--- src/rtl/duty_ramp_controller_pkg.sv ---
// duty_ramp_controller_pkg: shared PWM constants and ramp FSM state encodings
//   DEFAULT_RESOLUTION : default width of duty command and PWM counter
//   ST_*               : ramp controller state encodings
package vehicle_pwm_pkg;
    localparam int DEFAULT_RESOLUTION = 4;
    localparam logic [1:0] ST_IDLE      = 2'd0;
    localparam logic [1:0] ST_RAMP_UP   = 2'd1;
    localparam logic [1:0] ST_RAMP_DOWN = 2'd2;
    localparam logic [1:0] ST_ESTOP     = 2'd3;
endpackage

--- src/rtl/duty_ramp_controller_if.sv ---
// duty_ramp_controller_if: target duty valid/ready handshake
//   target_duty  : requested duty command (master -> slave)
//   target_valid : target_duty valid this cycle (master -> slave)
//   target_ready : slave accepts a target this cycle (slave -> master)
interface duty_ramp_controller_if
    import vehicle_pwm_pkg::*;
#(
    parameter int RESOLUTION = DEFAULT_RESOLUTION
);
    logic [RESOLUTION-1:0] target_duty;
    logic                  target_valid;
    logic                  target_ready;
    modport master (output target_duty, output target_valid, input target_ready);
    modport slave  (input target_duty, input target_valid, output target_ready);
endinterface

--- src/rtl/duty_ramp_controller_divider.sv ---
// pwm_period_divider: counts PWM boundary ticks and emits one step per RAMP_PERIODS ticks
//   clk, reset : clock and synchronous active-high reset
//   tick       : PWM period boundary this cycle
//   clear      : restart the count from zero
//   enable     : count ticks only while ramping
//   step       : this edge completes RAMP_PERIODS ticks
module pwm_period_divider
    import vehicle_pwm_pkg::*;
#(
    parameter int RAMP_PERIODS = 2
) (
    input  logic clk,
    input  logic reset,
    input  logic tick,
    input  logic clear,
    input  logic enable,
    output logic step
);
    localparam int CW = RAMP_PERIODS > 1 ? $clog2(RAMP_PERIODS) : 1;
    logic [CW-1:0] cnt_q, cnt_d;
    always_comb begin
        step  = enable && tick && (cnt_q == CW'(RAMP_PERIODS - 1));
        cnt_d = (clear || step) ? '0 : (enable && tick) ? cnt_q + 1'b1 : cnt_q;
    end
    always_ff @(posedge clk) begin
        if (reset)
            cnt_q <= '0;
        else
            cnt_q <= cnt_d;
    end
endmodule

--- src/rtl/duty_ramp_controller.sv ---
// duty_ramp_controller: ramps a registered PWM duty toward an accepted target one LSB at a time
//   clk, reset          : clock and synchronous active-high reset
//   tgt                 : target duty valid/ready handshake (slave side)
//   estop               : level-sensitive emergency stop, forces duty to zero
//   pwm_counter         : free-running counter of the downstream PWM stage
//   pulse_width_control : registered duty command to the PWM stage
//   ramping, at_target  : status (RAMP_UP/RAMP_DOWN, IDLE)
module duty_ramp_controller
    import vehicle_pwm_pkg::*;
#(
    parameter int RESOLUTION   = DEFAULT_RESOLUTION,
    parameter int RAMP_PERIODS = 2
) (
    input  logic                  clk,
    input  logic                  reset,
    duty_ramp_controller_if.slave tgt,
    input  logic                  estop,
    input  logic [RESOLUTION-1:0] pwm_counter,
    output logic [RESOLUTION-1:0] pulse_width_control,
    output logic                  ramping,
    output logic                  at_target
);
    logic [1:0]            state_q, state_d;
    logic [RESOLUTION-1:0] duty_q, duty_d, target_q, target_d;
    logic                  tick, transfer, step, in_ramp;

    assign tick     = pwm_counter == {RESOLUTION{1'b1}};
    assign transfer = tgt.target_valid && tgt.target_ready;
    assign in_ramp  = state_q == ST_RAMP_UP || state_q == ST_RAMP_DOWN;

    // Divider is idle outside ramps, so a tick on the transfer edge is never counted.
    pwm_period_divider #(.RAMP_PERIODS(RAMP_PERIODS)) u_div (
        .clk    (clk),
        .reset  (reset),
        .tick   (tick),
        .clear  (estop || transfer),
        .enable (in_ramp),
        .step   (step)
    );

    always_ff @(posedge clk) begin
        if (reset) begin
            state_q  <= ST_IDLE;
            duty_q   <= '0;
            target_q <= '0;
        end else begin
            state_q  <= state_d;
            duty_q   <= duty_d;
            target_q <= target_d;
        end
    end

    always_comb begin
        state_d  = state_q;
        duty_d   = duty_q;
        target_d = target_q;
        if (estop) begin
            state_d  = ST_ESTOP;
            duty_d   = '0;
            target_d = '0;
        end else begin
            case (state_q)
                ST_IDLE: begin
                    if (transfer) begin
                        target_d = tgt.target_duty;
                        state_d  = tgt.target_duty > duty_q ? ST_RAMP_UP :
                                   tgt.target_duty < duty_q ? ST_RAMP_DOWN : ST_IDLE;
                    end
                end
                ST_RAMP_UP, ST_RAMP_DOWN: begin
                    // Ramp direction guarantees target is strictly ahead, so a step cannot overshoot or wrap.
                    if (step) begin
                        duty_d  = state_q == ST_RAMP_UP ? duty_q + 1'b1 : duty_q - 1'b1;
                        state_d = duty_d == target_q ? ST_IDLE : state_q;
                    end
                end
                default: state_d = ST_IDLE;
            endcase
        end
    end

    always_comb begin
        tgt.target_ready    = state_q == ST_IDLE && !estop;
        pulse_width_control = duty_q;
        ramping             = in_ramp;
        at_target           = state_q == ST_IDLE;
    end
endmodule

--- src/flat_wrapper.sv ---
// flat-port wrapper written by rule: the top's interface ports become plain ports
module duty_ramp_controller_flat import vehicle_pwm_pkg::*;
#(
    parameter int RESOLUTION   = DEFAULT_RESOLUTION,
    parameter int RAMP_PERIODS = 2
)
  (clk, reset, estop, pwm_counter, pulse_width_control, ramping, at_target, tgt_target_duty, tgt_target_valid, tgt_target_ready);
  duty_ramp_controller_if #(.RESOLUTION(RESOLUTION)) tgt_i ();
  input  logic clk;
  input  logic reset;
  input  logic estop;
  input  logic [RESOLUTION-1:0] pwm_counter;
  output logic [RESOLUTION-1:0] pulse_width_control;
  output logic ramping;
  output logic at_target;
  input wire logic [$bits(tgt_i.target_duty)-1:0] tgt_target_duty;
  input wire logic [$bits(tgt_i.target_valid)-1:0] tgt_target_valid;
  output wire logic [$bits(tgt_i.target_ready)-1:0] tgt_target_ready;
  assign tgt_i.target_duty = tgt_target_duty;
  assign tgt_i.target_valid = tgt_target_valid;
  assign tgt_target_ready = tgt_i.target_ready;
  duty_ramp_controller #(.RESOLUTION(RESOLUTION), .RAMP_PERIODS(RAMP_PERIODS)) u_core (.clk(clk), .reset(reset), .tgt(tgt_i), .estop(estop), .pwm_counter(pwm_counter), .pulse_width_control(pulse_width_control), .ramping(ramping), .at_target(at_target));
endmodule
--- config.mk ---
export PLATFORM = sky130hd
export DESIGN_NAME = duty_ramp_controller_flat
export DESIGN_NICKNAME = d
export VERILOG_FILES = /design/src/rtl/duty_ramp_controller_pkg.sv /design/src/rtl/duty_ramp_controller_if.sv /design/src/rtl/duty_ramp_controller_divider.sv /design/src/rtl/duty_ramp_controller.sv /design/src/flat_wrapper.sv
export SDC_FILE = /design/constraint.sdc
export NUM_CORES = 1
export LEC_CHECK = 0
export CAP_MARGIN = 20
export CELL_PAD_IN_SITES_DETAIL_PLACEMENT = 2
export CELL_PAD_IN_SITES_GLOBAL_PLACEMENT = 2
export CORE_MARGIN = 2
export CORE_UTILIZATION = 27
export DETAILED_ROUTE_END_ITERATION = 8
export PLACE_DENSITY = 0.77
export REMOVE_ABC_BUFFERS = 1
export SETUP_SLACK_MARGIN = 0.15
export SKIP_CTS_REPAIR_TIMING = 1
export SLEW_MARGIN = 20
export SYNTH_ARGS = -nofsm -noshare
export SYNTH_HDL_FRONTEND = slang
export SYNTH_SLANG_ARGS = --single-unit
--- constraint.sdc ---
create_clock -name clk -period 2.6 [get_ports clk]
set_clock_uncertainty 0.05 [all_clocks]
set_input_delay 0.26 -clock clk [delete_from_list [all_inputs] [get_ports clk]]
set_output_delay 0.26 -clock clk [all_outputs]
set_load 0.02 [all_outputs]
# --- After elaboration in Yosys (flattened, before gate mapping) ---
# Cells that the tools add are included.
totals:
  register_bits: 11
  input_bits: 12
  word_cells: 39
op_classes:
  add_sub_neg: 3
  order_cmp: 2
  eq_ne: 7
  mux: 8
  n_reduce_logical: 15
ops:
  columns: ["cell", "n"]
  rows:
  - ["$mux 2", 6]
  - ["$ne 3x2->1 const B", 3]
  - ["$reduce_or 2->1", 3]
  - ["$add 4x1->4 const B", 1]
  - ["$eq 4x4->1", 1]
  - ["$eq 4x4->1 const B", 1]
  - ["$gt 4x4->1", 1]
  - ["$logic_and 1x1->1", 4]
  - ["$lt 4x4->1", 1]
  - ["$mux 4", 1]
  - ["$pmux 2 s2", 1]
  - ["$reduce_and 2->1", 2]
  - ["$sub 4x1->4 const B", 1]
  - ["$logic_or 1x1->1", 3]
  - ["$reduce_and 3->1", 1]
  - ["$eq 2x1->1 const B", 1]
  - ["$eq 2x2->1 const B", 1]
  - ["$logic_not 2->1", 1]
  - ["$add 1x1->1 const B", 1]
  - ["$logic_not 1->1", 1]

# --- Depth between registers and ports, before layout ---
depth:
  ltp_word: 7
  ltp_mapped: 9
  mapped_depth_nobuf: 9

# --- Cells and area by module ---
# A second synthesis with hierarchy kept.
hier_totals:
  hier_cells: 91
  area_unflattened_um2: 789.5
modules_own_cells:
  columns: ["mod", "n_inst", "cells_per_inst", "area_per_inst_um2", "seq_area_each_um2"]
  rows:
  - ["duty_ramp_controller", 1, 86, 732.0, 200.2]
  - ["pwm_period_divider", 1, 5, 57.6, 20.0]

# --- Worst setup path after synthesis ---
# Ideal clock, no wire load.
synth_path:
  path_type: "register -> register"
  start: "register u_core.duty_q[0], in the netlist u_core.pulse_width_control[0]"
  end: "register u_core.state_q[1]"
  arrival_ps: 2127
  slack_ps: 343
  stages_incl_launch_ff: 8
  synth_period_minus_slack_ps: 2257
  cell_sequence: "dfxtp_1 > inv_1 > fa_1 > xnor2_1 > xor2_1 > o31a_1 > o31a_1 > a211oi_2"
synth_via:
  elab_chain_len: 6
  elab_cells_between_ends: 13
  classes_between: "2 x add/sub; 2 x order compare; 2 x eq/ne; 6 x mux; 1 x reduce/logical"
synth_lines:
  columns: ["element", "line_no", "rtl"]
  rows:
  - ["from (decl)", "duty_ramp_controller.sv:24", "logic [RESOLUTION-1:0] duty_q, duty_d, target_q, target_d;"]
  - ["from (signal assigned)", "duty_ramp_controller.sv:48", "duty_q <= duty_d;"]
  - ["branches (longest 6 deep; another with $sub 4x1->4)", null, null]
  - ["to (signal assigned)", "duty_ramp_controller.sv:47", "state_q <= state_d;"]
  - ["to (decl)", "duty_ramp_controller.sv:23", "logic [1:0] state_q, state_d;"]
# Parallel ways; which one is timed is not known. The select of a mux whose other input is x is not followed.
# A chain may end at the register's enable or synchronous reset.

# --- Final worst setup path ---
layout_path:
  start: "register u_core.state_q[1]"
  end: "register u_core.state_q[1]"
layout_via:
  elab_chain_len: 6
  elab_cells_between_ends: 17
  classes_between: "6 x eq/ne; 3 x mux; 8 x reduce/logical"
layout_lines:
  columns: ["element"]
  rows:
  - ["branches (longest 6 deep; another with $mux 4)"]
# Parallel ways; which one is timed is not known.

==> flow_summary.yaml <==
placed_design:
  port_buffers: 18
  place_hpwl_mm: 1.97
  routabilityCongestion: 0.703
  placed_area_sq_um: 990
logic_synthesis:
  postSynthAreaPerCell_sq_um: 8.38
  netlist_area_sq_um: 771
  ys_seq_area_share_pct: 28.6
  synthCells: 92
  synth_seq_cells: 11
  synth_cell_types: 29
  yosys_warnings: 0
power_and_ir_drop:
  powerDensity_nw_per_um2: 767
  p_sw_share_pct: 41.6
  p_switching_mw: 0.333
  p_int_mw: 0.466
  ir_worst_vdd_v: 0.000434
  p_leak_nw: 0.390
  p_seq_share_pct: 25.6
  p_comb_share_pct: 58.9
  clkPwrFrac_pct: 15.5
setup_path:
  arrival_ns: 2.48
  reg2reg_to: "u_core.state_q[1]"
  cp-start-kind: "flip-flop"
  cp.required_ns: 2.76
  r2r_setup_slack_ns: 0.28
  endpoint_kind: "flip-flop"
  critPathMaxFanout: 4
  crit_type: "flip-flop to flip-flop"
  r2r_cells: 8
  r2r-start: "u_core.state_q[1]"
layout:
  multi_input_area_sq_um: 532
  fill_cells: 321
  n_antenna_cell: 0
  final_common_cell: "clkdlybuf4s50_1"
  final_cell_mix: "clkdlybuf4s50_1, dfxtp_1, inv_1, a21oi_1, nand2_1"
  drive_gt1_share_pct: 8.85
  nets: 135
  area_delta_synth_final_pct: 35.2
  post-route-util_pct: 38.1
  register_area_sq_um: 220
  fin_area_sq_um: 1040
route:
  via_per_inst: 5.12
  drtIter0Drc: 6
  wire_per_inst_um: 17.0
  route.vias.total: 737
  drtAntennaViolNets: 0
  drcViolationCount: 0
  wl_mm: 2.44
  dr.pass1.iters: 2
sta:
  post-route-min-period_ns: 2.32
  setup_viol: 0
  slew_headroom_pct: 75.9
  setup_tns_ns: 0
  max_freq_ghz: 0.432
  drv_slew: 0
  tightestPinTransition_ns: 0.361
  finalCritPeriodShare_pct: 89.1
  rsz0062_at_grt: "false"
  final-hold-violation-count: 0
clock_network:
  clk-insertion-delay-late_ns: 0.28
  cts_buffers: 3
  cts_buffer_depth: 2
  cts.sinks: 11
  h-tree-depth: 1
  cts-root-buf: "clkbuf_4"
  cts_tree: "yes"
  clk_pin_slew_worst_paths_ns: 0.08
global_route:
  grt-ovfl-total: 0
  grt_max_degree: 10
  grt_usage_pct: 15.6
  grt_pass1_wl_mm: 3.87
  grt_pass1_vias: 817
  antenna_found_initial: 0
floorplanning:
  num_rows: 19
  dieWidth_um: 57.4
  start_util_pct: 28.2
  coreArea_sq_um: 2730
  die-area_sq_um: 3300
  die_h_um: 57.4
  io_pins: 19
min_path:
  worstHoldEndpoint: "u_core.target_q[2]"
  min-delay-start: "u_core.target_q[2]"
  whs_path_depth: 2
  hold_path_class: "flip-flop to flip-flop"
run_status:
  status: "finished, final reports clean"
flow_run:
  drv_cap: 0
## state kept, by name (all words and copies together), names as in the netlist
name,flops
u_core.u_div.cnt_q,1
u_core.pulse_width_control,4
u_core.state_q,2
u_core.target_q,4
## how the worst max path moves through the flow
stage | from | endpoint | slack (ns)
6_report | u_core.state_q[1] | u_core.state_q[1] | 0.28
5_1_grt | u_core.state_q[0] | u_core.state_q[1] | 0.17
3_3_place_gp | u_core.state_q[1] | u_core.state_q[1] | 0.30
2_1_floorplan | u_core.pulse_width_control[0] | u_core.state_q[1] | 0.34
3_5_place_dp | u_core.state_q[1] | u_core.state_q[1] | 0.21
4_1_cts | u_core.state_q[1] | u_core.state_q[1] | 0.18
## critical path, stage by stage, from the launching register on
cell,delay [ns]
dfxtp_1,0.32
inv_1,0.09
ha_4,0.19
fa_1,0.42
xnor2_2,0.18
xor2_1,0.16
o31a_1,0.35
o31a_1,0.32
a211oi_2,0.17
## Yosys cell counts
cell,number,area share (%)
dfxtp_1,11,29
inv_1,10,4.9
a21oi_1,9,5.8
ha_1,8,13
nand2_1,8,3.9
nand3_1,6,3.9
nor2_1,4,1.9
nor2b_1,4,3.2
xnor2_1,4,4.5
xor2_1,3,3.4
and3_1,2,1.6
clkbuf_1,2,0.97
nand4_1,2,1.6
o21a_1,2,1.9
o21ai_0,2,1.3
o31a_1,2,2.3
a211o_1,1,1.1
a211oi_1,1,0.97
a211oi_2,1,1.6
a31oi_1,1,0.81
and2_1,1,0.81
fa_1,1,2.6
mux2i_1,1,1.3
nand2b_1,1,0.81
nor3_2,1,1.3
nor3b_1,1,0.97
or2_2,1,0.81
or3_2,1,0.97
xnor3_1,1,2.9
## per-stage QoR
stage	hold slack (ns)	setup slack (ns)	total power [mW]	cells
2_1_floorplan	0.275	0.343	0.495	90
3_3_place_gp	0.411	0.305	0.624	140
3_5_place_dp	0.420	0.209	0.641	140
4_1_cts	0.432	0.183	0.766	144
5_1_grt	0.469	0.169	0.856	144
6_report	0.427	0.283	0.799	144
## layout make-up
| cell class | count | area share, % |
|---|---|---|
| well taps | 31 | 3.72 |
| clock buffers | 4 | 2.52 |
| multi-input cells | 69 | 51.0 |
| inverters | 10 | 3.60 |
| repair buffers | 19 | 18.0 |
| flip-flops and latches | 11 | 21.1 |
## logic make-up after synthesis
family	Yosys count	share of synthesized area [%]
AND/OR/NAND/NOR	32	21.9
AO/OA/AOI/OAI	19	15.9
buffers and inverters	12	5.85
flip-flops	11	28.6
adder cells (fa/ha/maj)	9	15.6
XOR/XNOR	8	10.9
multiplexers	1	1.30
## per-layer routing
metal  wire length [um]  share of wire (%)  up-vias  track usage, %
met2               1270                 52       13            28.7
met3                 85                3.5        4            4.76
met1               1080                 44      364            18.1
met4                 12               0.49        0            1.99
li1                   -                  -      356               -
met5                  0                  0        -               0
## power by group through the flow
stage | sequential [mW] | combinational, mW | clock, mW
2_1_floorplan | 0.201 | 0.294 | 0
3_3_place_gp | 0.204 | 0.420 | 0
3_5_place_dp | 0.204 | 0.436 | 0
4_1_cts | 0.201 | 0.440 | 0.125
5_1_grt | 0.208 | 0.513 | 0.136
6_report | 0.204 | 0.471 | 0.124
Power figures use the tool's default switching activity.
==> RTL edit: new RTL, config.mk and constraints unchanged <==
Set the package constant `DEFAULT_RESOLUTION` to 2 (it was 4).
--- a/src/rtl/duty_ramp_controller_pkg.sv
+++ b/src/rtl/duty_ramp_controller_pkg.sv
@@ -2,7 +2,7 @@
 //   DEFAULT_RESOLUTION : default width of duty command and PWM counter
 //   ST_*               : ramp controller state encodings
 package vehicle_pwm_pkg;
-    localparam int DEFAULT_RESOLUTION = 4;
+    localparam int DEFAULT_RESOLUTION = 2;
     localparam logic [1:0] ST_IDLE      = 2'd0;
     localparam logic [1:0] ST_RAMP_UP   = 2'd1;
     localparam logic [1:0] ST_RAMP_DOWN = 2'd2;
Interface: changed (resized pulse_width_control, pwm_counter and tgt_target_duty); port bits go from 19 to 13. The function was not compared with the original's and may differ.
==> RTL edit against the unedited design <==
- setup slack improved by 300 ps
- total power decreased by 32%
- final cell count decreased by 42%
- area after synthesis decreased by 40%
- wire length decreased by 51%
- sequential cell count decreased by 4
- non-clock buffer count decreased by 7
- cell area decreased by 40%
- critical endpoint is now tgt_target_ready
- highest routed layer is now met3
==> RTL edit: results (changes against the unedited design) <==
\begin{tabular}{lr}
\hline
Metric & Value \\
\hline
\multicolumn{2}{l}{\textbf{Worst hold path}} \\
\quad Hold Path End & u\_core.state\_q[1] \\
\quad Hold Path Stages & 1 (-1) \\
\multicolumn{2}{l}{\textbf{Critical path}} \\
\quad R2R Path End & u\_core.state\_q[0] \\
\quad Setup slack, reg-to-reg & 920 ps (+640 ps) \\
\quad Reg-to-reg startpoint & u\_core.state\_q[0] \\
\quad Slowest Stage Delay on Critical Path & 620 ps (+200 ps) \\
\quad Data arrival time of the worst path & 1710 ps (-770 ps) \\
\quad Worst reg-to-reg path cell count & 6 (-2) \\
\quad Critical path's slowest cell & sky130\_fd\_sc\_hd\_\_clkdlybuf4s50\_1 \\
\multicolumn{2}{l}{\textbf{Status}} \\
\quad Run status & finished clean \\
\multicolumn{2}{l}{\textbf{Logic synthesis}} \\
\quad Share of synthesized area occupied by flip-flops and latches & 30.4\% (+1.8 points) \\
\quad Parity-gate share of the synthesized area counting xor and xnor cells & 13.3\% (+2.4 points) \\
\quad Arithmetic-cell share of the synthesized area counting full adders, half adders and majority gates & 10.8\% (-4.7 points) \\
\quad Synth Area in Compound Gates & 15.4\% (-0.46 points) \\
\quad Mux contribution to synthesized area & 4.34\% (+3.0 points) \\
\quad Number of unique standard cell types used by synthesis & 21 (-28\%) \\
\multicolumn{2}{l}{\textbf{STA}} \\
\quad Worst rel slew slack & 74.2\% (-1.8 points) \\
\multicolumn{2}{l}{\textbf{Clock network}} \\
\quad Clock input transition at the sequential cells of the worst setup and hold paths & 50 ps (-30 ps) \\
\quad Later-pin clock latency in the skew report & 260 ps (-20 ps) \\
\multicolumn{2}{l}{\textbf{Route}} \\
\quad Iteration-0 DRC count of the detailed router & 1 (-5) \\
\quad Post-detailed-route wirelength per cell & 14.4 um (-15\%) \\
\multicolumn{2}{l}{\textbf{Global routing}} \\
\quad Global-route usage over all layers & 15.0\% (-0.63 points) \\
\quad Global-route track usage on met1 & 16.6\% (-1.5 points) \\
\quad Met3 Resource Use GR & 7.20\% (+2.4 points) \\
\multicolumn{2}{l}{\textbf{Place}} \\
\quad Input/output buffers & 12 (-6) \\
\quad GPL Wtd Cong & 0.714 (+1.6\%) \\
\multicolumn{2}{l}{\textbf{Layout}} \\
\quad Fill count & 166 (-48\%) \\
\hline
\end{tabular}
## RTL edit: cell count changes after synthesis, moves of 3 or more
cell / delta
sky130_fd_sc_hd__a21oi_1: -8
sky130_fd_sc_hd__nand2_1: -5
sky130_fd_sc_hd__dfxtp_1: -4
sky130_fd_sc_hd__ha_1: -4
sky130_fd_sc_hd__inv_1: -4
sky130_fd_sc_hd__nand3_1: -4
sky130_fd_sc_hd__nor3_1: +4
sky130_fd_sc_hd__a2bb2oi_1: +3
## RTL edit: critical path: cells and delay by family (launching register included)
kind	cells	cell delay, ps
buf+inv	2	680
fa+ha+maj	1	280
flops	1	330
simple gates	1	170
## RTL edit: routing by layer
metal	routed length [um]	share of wire [%]
met1	542	45
met2	629	52
met3	35	2.9
met4	0	0
met5	0	0
## RTL edit: metrics by stage
| stage | std cells | setup slack (ps) | power (mW) | hold slack, ps | instance area (um2) |
|---|---|---|---|---|---|
| finish | 84 | 582 | 0.547 | 444 | 624 |
| global placement | 80 | 665 | 0.445 | 436 | 597 |
| global route | 84 | 481 | 0.598 | 470 | 624 |
| floorplan | 52 | 999 | 0.341 | 287 | 457 |
| detailed placement | 80 | 607 | 0.450 | 436 | 597 |
| CTS | 84 | 559 | 0.561 | 445 | 624 |
## RTL edit: power by group
part	leakage, nW	internal, mW	switching, mW
Clock	0.0177	0.0564	0.0448
Sequential	0.0572	0.127	0.0137
Combinational	0.197	0.145	0.161
## RTL edit: layout make-up
cell class	count	area share, %
repair buffers	12	19.2
clock buffers	3	3.61
well taps	16	3.21
inverters	6	3.61
flip-flops and latches	7	22.4
clock inverters	1	0.802
multi-input cells	39	47.1
## RTL edit: kinds of logic after synthesis
logic type	Yosys count
flops	7
compound gates	9
simple gates	17
buf+inv	7
fa+ha+maj	4
mux	2
xor+xnor	7
## RTL edit: how the worst max path moves through the flow
stage / start / end / slack (ps) / cells after the start
floorplan: u_core.state_q[0] / u_core.pulse_width_control[1] / 1000 / 6
global placement: estop / tgt_target_ready / 660 / 3
detailed placement: estop / tgt_target_ready / 610 / 3
CTS: u_core.state_q[0] / tgt_target_ready / 560 / 4
global route: u_core.state_q[1] / tgt_target_ready / 480 / 4
finish: u_core.state_q[0] / tgt_target_ready / 580 / 4
